===== src/rtl/pipeline_stall_controller.sv =====
// -----------------------------------------------------------------------------
// pipeline_stall_controller
//
// Purpose:
//   Central freeze/bubble/flush controller for the ARM 5-stage pipeline
//   (PC, IF/ID, ID/EX, EXE/MEM, MEM/WB). Combines the hazard unit's stall
//   request, the EXE-stage taken-branch signal and the memory-stage handshake.
//   Owns the multi-cycle memory-wait FSM (RUN / MEM_WAIT), a sticky memory
//   timeout watchdog and optional stall/flush performance counters.
//
// Optional feature macro: STALL_PERF_CNT_EN
//   Defined   -> stall_cycles / flush_events are saturating counters.
//   Undefined -> no counter flops; both outputs are constant 0.
//
// Parameters:
//   MEM_TIMEOUT  wait cycles in MEM_WAIT before mem_timeout sets (2..65535)
//   CNT_W        width of the performance counters
//
// Ports:
//   clk              in   pipeline clock, rising edge
//   rst              in   synchronous active-high reset
//   hazard_Detected  in   stall request from the hazard detection unit
//   branch_taken     in   EXE-stage branch resolved taken
//   mem_req          in   MEM stage holds a load/store for the memory controller
//   mem_ready        in   memory controller completes the access this cycle
//   freeze_front     out  hold PC and IF/ID
//   bubble_id_ex     out  load a NOP into ID/EX
//   flush_if_id      out  clear IF/ID
//   freeze_back      out  hold ID/EX, EXE/MEM and MEM/WB
//   mem_timeout      out  sticky watchdog error
//   stall_cycles     out  front-end stall cycle count
//   flush_events     out  taken-branch flush count
// -----------------------------------------------------------------------------
module pipeline_stall_controller #(
  parameter int MEM_TIMEOUT = 64,
  parameter int CNT_W       = 16
) (
  input  logic             clk,
  input  logic             rst,
  input  logic             hazard_Detected,
  input  logic             branch_taken,
  input  logic             mem_req,
  input  logic             mem_ready,
  output logic             freeze_front,
  output logic             bubble_id_ex,
  output logic             flush_if_id,
  output logic             freeze_back,
  output logic             mem_timeout,
  output logic [CNT_W-1:0] stall_cycles,
  output logic [CNT_W-1:0] flush_events
);

  typedef enum logic {
    ST_RUN,
    ST_MEM_WAIT
  } state_t;

  localparam logic [15:0] LP_TIMEOUT = 16'(MEM_TIMEOUT);

  state_t      r_state;
  state_t      w_state_next;
  logic [15:0] r_wait_cnt;
  logic [15:0] w_wait_cnt_next;
  logic        r_mem_timeout;
  logic        w_mem_timeout_next;
  logic        w_mem_stall;
  logic        w_freeze_front;
  logic        w_bubble_id_ex;
  logic        w_flush_if_id;
  logic        w_freeze_back;

  always_ff @(posedge clk) begin
    if (rst) begin
      r_state       <= ST_RUN;
      r_wait_cnt    <= '0;
      r_mem_timeout <= 1'b0;
    end else begin
      r_state       <= w_state_next;
      r_wait_cnt    <= w_wait_cnt_next;
      r_mem_timeout <= w_mem_timeout_next;
    end
  end

  always_comb begin
    w_state_next    = r_state;
    w_wait_cnt_next = r_wait_cnt;
    w_mem_stall     = 1'b0;
    w_freeze_front  = 1'b0;
    w_bubble_id_ex  = 1'b0;
    w_flush_if_id   = 1'b0;
    w_freeze_back   = 1'b0;

    case (r_state)
      ST_RUN: begin
        // mem_req with mem_ready in the same cycle is a zero-wait access.
        if (mem_req && !mem_ready) begin
          w_mem_stall     = 1'b1;
          w_state_next    = ST_MEM_WAIT;
          w_wait_cnt_next = 16'd1;
        end
      end
      ST_MEM_WAIT: begin
        // mem_req is deliberately not examined: a dropped request without
        // mem_ready keeps us waiting so the watchdog can catch it.
        if (!mem_ready) begin
          w_mem_stall = 1'b1;
          if (r_wait_cnt != 16'hFFFF) begin
            w_wait_cnt_next = r_wait_cnt + 16'd1;
          end
        end else begin
          w_state_next    = ST_RUN;
          w_wait_cnt_next = '0;
        end
      end
      default: begin
        w_state_next    = ST_RUN;
        w_wait_cnt_next = '0;
      end
    endcase

    // While the memory stalls, the whole pipeline is frozen and front-end
    // requests are re-presented later, so they are ignored here.
    if (w_mem_stall) begin
      w_freeze_front = 1'b1;
      w_freeze_back  = 1'b1;
    end else if (branch_taken) begin
      // ID instruction is squashed, so a concurrent hazard is irrelevant;
      // PC must advance to the branch target.
      w_flush_if_id  = 1'b1;
      w_bubble_id_ex = 1'b1;
    end else if (hazard_Detected) begin
      w_freeze_front = 1'b1;
      w_bubble_id_ex = 1'b1;
    end
  end

  // Set on the same edge the wait counter lands on the limit, so the flag
  // and the counter value become visible together.
  assign w_mem_timeout_next = r_mem_timeout |
                              ((w_state_next == ST_MEM_WAIT) &&
                               (w_wait_cnt_next >= LP_TIMEOUT));

  assign freeze_front = w_freeze_front & ~rst;
  assign bubble_id_ex = w_bubble_id_ex & ~rst;
  assign flush_if_id  = w_flush_if_id  & ~rst;
  assign freeze_back  = w_freeze_back  & ~rst;
  assign mem_timeout  = r_mem_timeout;

`ifdef STALL_PERF_CNT_EN
  logic [CNT_W-1:0] r_stall_cycles;
  logic [CNT_W-1:0] r_flush_events;

  always_ff @(posedge clk) begin
    if (rst) begin
      r_stall_cycles <= '0;
      r_flush_events <= '0;
    end else begin
      if (freeze_front && (r_stall_cycles != {CNT_W{1'b1}})) begin
        r_stall_cycles <= r_stall_cycles + 1'b1;
      end
      if (flush_if_id && (r_flush_events != {CNT_W{1'b1}})) begin
        r_flush_events <= r_flush_events + 1'b1;
      end
    end
  end

  assign stall_cycles = r_stall_cycles;
  assign flush_events = r_flush_events;
`else
  assign stall_cycles = '0;
  assign flush_events = '0;
`endif

endmodule


===== config.mk =====
export PLATFORM = sky130hd
export DESIGN_NAME = pipeline_stall_controller
export DESIGN_NICKNAME = d
export VERILOG_FILES = /design/src/rtl/pipeline_stall_controller.sv
export SDC_FILE = /design/constraint.sdc
export NUM_CORES = 1
export LEC_CHECK = 0
export BUFFER_PORTS_ARGS = -buffer_cell sky130_fd_sc_hd__clkbuf_2
export CAP_MARGIN = 25
export CORE_ASPECT_RATIO = 1.5
export CORE_UTILIZATION = 55
export CTS_BUF_LIST = sky130_fd_sc_hd__clkbuf_8 sky130_fd_sc_hd__clkbuf_16
export CTS_CLUSTER_DIAMETER = 40
export CTS_CLUSTER_SIZE = 28
export DETAILED_ROUTE_END_ITERATION = 7
export PLACE_DENSITY = 0.95
export SLEW_MARGIN = 20
export SYNTH_ARGS = -nofsm -noshare
export SYNTH_HDL_FRONTEND = slang
export SYNTH_SLANG_ARGS = --single-unit
export TNS_END_PERCENT = 100

===== constraint.sdc =====
create_clock -name clk -period 3.2 [get_ports clk]
set_clock_uncertainty 0.1 [all_clocks]
set_input_delay 0.32 -clock clk [delete_from_list [all_inputs] [get_ports clk]]
set_output_delay 0.32 -clock clk [all_outputs]
set_load 0.02 [all_outputs]

After elaboration in Yosys (flattened, before gate mapping):

Index checks and enable logic that the tools add are counted.

* register bits: 18
* input bits: 6
* output and inout bits: 37
* word-level logic and storage cells: 31

* $add $sub $neg: 1
* magnitude comparators: 1
* equal/unequal tests: 1
* muxes and demuxes: 15
* bitwise gates (word level): 7
* reduce and logical (&&, ||, !) cells: 3

Operator list (count)
* $mux W16: 3
* $pmux W16 S2: 1
* $add A16 B1 Y16 const B: 1
* $ge A16 B7 Y1 const B: 1
* $ne A16 B16 Y1 const B: 1
* $mux W1: 10
* $and A1 B1 Y1: 4
* $logic_and A1 B1 Y1: 2
* $not A1 Y1: 2
* $pmux W1 S2: 1
* $logic_not A1 Y1: 1
* $or A1 B1 Y1: 1

Longest topological paths before layout:

* depth in word-level cells: 7
* depth in mapped cells: 7

Worst setup path before layout:

Ideal clock, no wire load.

* path type: register to register
* from: register r_wait_cnt[0]
* to: register r_mem_timeout, in the netlist mem_timeout
* arrival: 1809 ps
* required time: 2969 ps
* setup slack: 1160 ps
* cell stages (with the launch flop): 8
* cells stage by stage: dfxtp_1 ha_1 nand4_2 nor4_4 nor4_1 o22a_1 nor4_1 a31oi_1

* word-level cells in the longest chain between the ends: 7

RTL lines
* start, declared: line 62 `logic [15:0] r_wait_cnt;`
* start signal, assigned: line 79 `r_wait_cnt <= w_wait_cnt_next;`
* $add A16 B1 Y16 or $ne A16 B16 Y1 (tied branches): line 108, 107
* $mux W16: line 107 `if (r_wait_cnt != 16'hFFFF) begin`
* $mux W16: line 105 `if (!mem_ready) begin`
* $pmux W16 S2 *: line 93 `case (r_state)`
* $ge A16 B7 Y1 *: line 141 `(w_wait_cnt_next >= LP_TIMEOUT));`
* $logic_and A1 B1 Y1 *: line 140 `((w_state_next == ST_MEM_WAIT) &&`
* $or A1 B1 Y1 *: line 139 `assign w_mem_timeout_next = r_mem_timeout |`
* end signal, assigned: line 80 `r_mem_timeout <= w_mem_timeout_next;`
* end, declared: line 64 `logic r_mem_timeout;`

Every way passes the cells marked *; elsewhere a longest branch is shown, timed or not.
A chain may end at the register's enable or synchronous reset.

Worst setup path in the final report:

Same ends and word-level chain as after synthesis.

==> summary.txt <==
Route
  – Final ANT Viol Nets: 0
  – Number of DRC markers in iteration 0: 48
  – WL final: roughly 3200 um
  – Wire length per cell: ~16 um
  – Vias/cell: ~6.4
  – # DRC: 0
  – DR pass1 iterations: 4
  – Routed vias: 1303

Run
  – Max-cap check violation count: 0

Synthesis
  – Post-Syn Area per Cell: roughly 8.0 um^2
  – Async set or reset register ratio after synthesis: 0%
  – Synth Cell Area: between 1000 and 1500 um^2
  – Synthesis Warnings: 0
  – Sequential-to-total area share from yosys stat: between 20% and 30%
  – Post-synthesis instance total: 173
  – Top_reg_cell synth: dfxtp_1
  – Seq cells post-synth: 18
  – Distinct cells, synth: 47
  – Post-synth EDFFs: 0

Clocking
  – Number of setup buffers added after CTS: 0
  – CTS root buffer: clkbuf_8
  – H-tree level count: 1
  – CTS Hold Bufs: 0
  – Clk_lat worst skew: 260 ps
  – Maximum clock path buffer count: 2
  – CTS Sinks: 18
  – Resize count post-CTS: 0
  – TritonCTS Buffers: 3
  – Clock transition at path regs: 70 ps
  – TritonCTS clock tree: done

STA
  – Worst rel slew slack: between 60 and 70%
  – Tmin final: 2359 ps
  – Endpoints failing hold: 0
  – Setup TNS: 0 ps
  – RSZ-0062 raised after global routing: no
  – Final period util: 73.71%
  – Final setup vio count: 0
  – Actual slew at the worst max-slew pin: ~530 ps
  – Pins Over Slew Limit: 0
  – F_max: 423.9 MHz

Setup path
  – Worst Reg-to-Reg Cells: 7
  – Element type at the critical path end: flip-flop
  – Worst EP required: roughly 3300 ps
  – CP arrival: around 2500 ps
  – Setup CP Type: flip-flop to flip-flop
  – Crit start category: flip-flop
  – Worst Path Max Fanout: 9

Final layout
  – Register area: about 360 um^2
  – Nets: 190
  – Fillers: between 200 and 250
  – ANT cells: 0
  – Final instance area: 1365 um^2
  – Final Util: around three fifths
  – P&R area growth vs syn: -1.088%
  – Multi-input logic area: approximately 840 um^2
  – Share of layout cells above drive strength 1: approximately 14%

Placed design
  – IO buf count: 10
  – DP HPWL: about 2300 um
  – Dpl cell area: about 1300 um^2
  – Final RePlAce weighted congestion: approximately 1.1

Floorplan
  – Die Width: approximately 43 um
  – IO Count: 43
  – Initial Util: about three fifths
  – CORE AREA: approximately 2300 um^2
  – Site row count: 21
  – Die area: between 2000 and 3000 um^2
  – Die height: 63.35 um

Hold path
  – Hold path cells: 3
  – Worst min path class: primary input to flip-flop

Global routing
  – Gr usage total: between 20% and 30%
  – Global-route wire length before repair: about 5200 um
  – Initial antenna violation count: 0
  – Number of global-route vias before repair: roughly 1100
  – Largest net degree at the start of global routing: 14
  – GRT overflow: 0

Power and ir drop
  – PD cells: between 300 and 400 nW/um^2
  – Worst vdd ir: 0.4082 mV
  – Lkg Pwr: between 0.5 and 0.6 nW

Outcome
  – Status: finished clean
per-layer routing:
metal	GRT usage, %	share of wire (%)	vias up	routed length (um)
met4	15.63	5.9	0	188
met5	0	0	-	0
met2	42.61	51	90	1622
li1	-	-	594	-
met1	27.89	36	598	1147
met3	3.152	7.2	21	228
final timing paths:
check	start	end	slack (ps)
setup / recovery	r_wait_cnt[0]	mem_timeout	840
hold / removal	mem_ready	r_wait_cnt[0]	280
setup reg to reg	r_wait_cnt[0]	mem_timeout	840
hold reg to reg	mem_timeout	mem_timeout	440
cells by family (layout without fill, tap and decap cells):
group | after synthesis | after routing | synth area share, %
flip-flops | 18 | 18 | 26.11
AO/OA/AOI/OAI | 44 | 44 | 22.21
buffers and inverters | 42 | 20 | 21.12
AND/OR/NAND/NOR | 67 | 67 | 29.38
adder cells (fa/ha/maj) | 1 | 1 | 0.9065
other | 1 | 32 | 0.2717
state kept, by name (all words and copies together), names as in the netlist:
| name | cells |
|---|---|
| r_state | 1 |
| r_wait_cnt | 16 |
| mem_timeout | 1 |
area by class of cell:
type / count / share of cell area [%]
clock buffer: 4 / 4.033
inverter: 5 / 1.375
multi-input combinational: 144 / 61.87
sequential: 18 / 26.40
tap: 23 / 2.108
timing repair buffer: 11 / 4.216
cell usage in the layout (no fill, tap or decap), types with 4 or more instances in the layout:
cell type   n
conb_1     32
a21oi_1    12
nor3_1      8
inv_1       5
nor2_1     14
o21ai_0     6
nor4_1      5
clkbuf_8    4
clkbuf_2   10
nand2_1     6
dfxtp_1    18
nand4_1     5
a41oi_1     4
and2_1      8
metrics by stage:
step                power (mW)  setup slack (ps)  hold slack (ps)  std cells
floorplan               0.3247              1160            299.3        204
global placement        0.3064             942.2            418.0        201
detailed placement      0.3066             918.7            419.7        201
CTS                     0.4902             888.2            274.2        205
global route            0.5045             617.5            326.1        205
finish                  0.4918             841.2            278.4        205
synth_stat cells, drive strengths merged, types with 4 or more instances:
library cell / count / area (um^2)
nand4: 7 / 65.06
dfxtp: 18 / 360.4
inv: 5 / 18.77
nand2: 7 / 28.78
clkbuf: 4 / 25.02
and3: 4 / 26.28
buf: 33 / 247.7
o21ai: 7 / 35.03
a41oi: 4 / 35.03
nor3: 8 / 40.04
and2: 9 / 57.56
a21oi: 12 / 60.06
nor4: 6 / 52.55
nor2: 15 / 58.81
worst max-delay path, stage by stage, from the launching register on:
cell and delay, ps:
dfxtp_1 410, ha_1 270, nand4_2 200, nor4_4 520
nor2_2 120, a311oi_2 380, nor4_1 110, a31oi_1 170
report_power, final:
group | internal (mW) | total, mW | switching [mW]
Sequential | 0.226 | 0.228 | 0.00276
Combinational | 0.0136 | 0.0745 | 0.0609
Clock | 0.110 | 0.189 | 0.0793
Total | 0.349 | 0.492 | 0.143
Power figures use the tool's default switching activity.
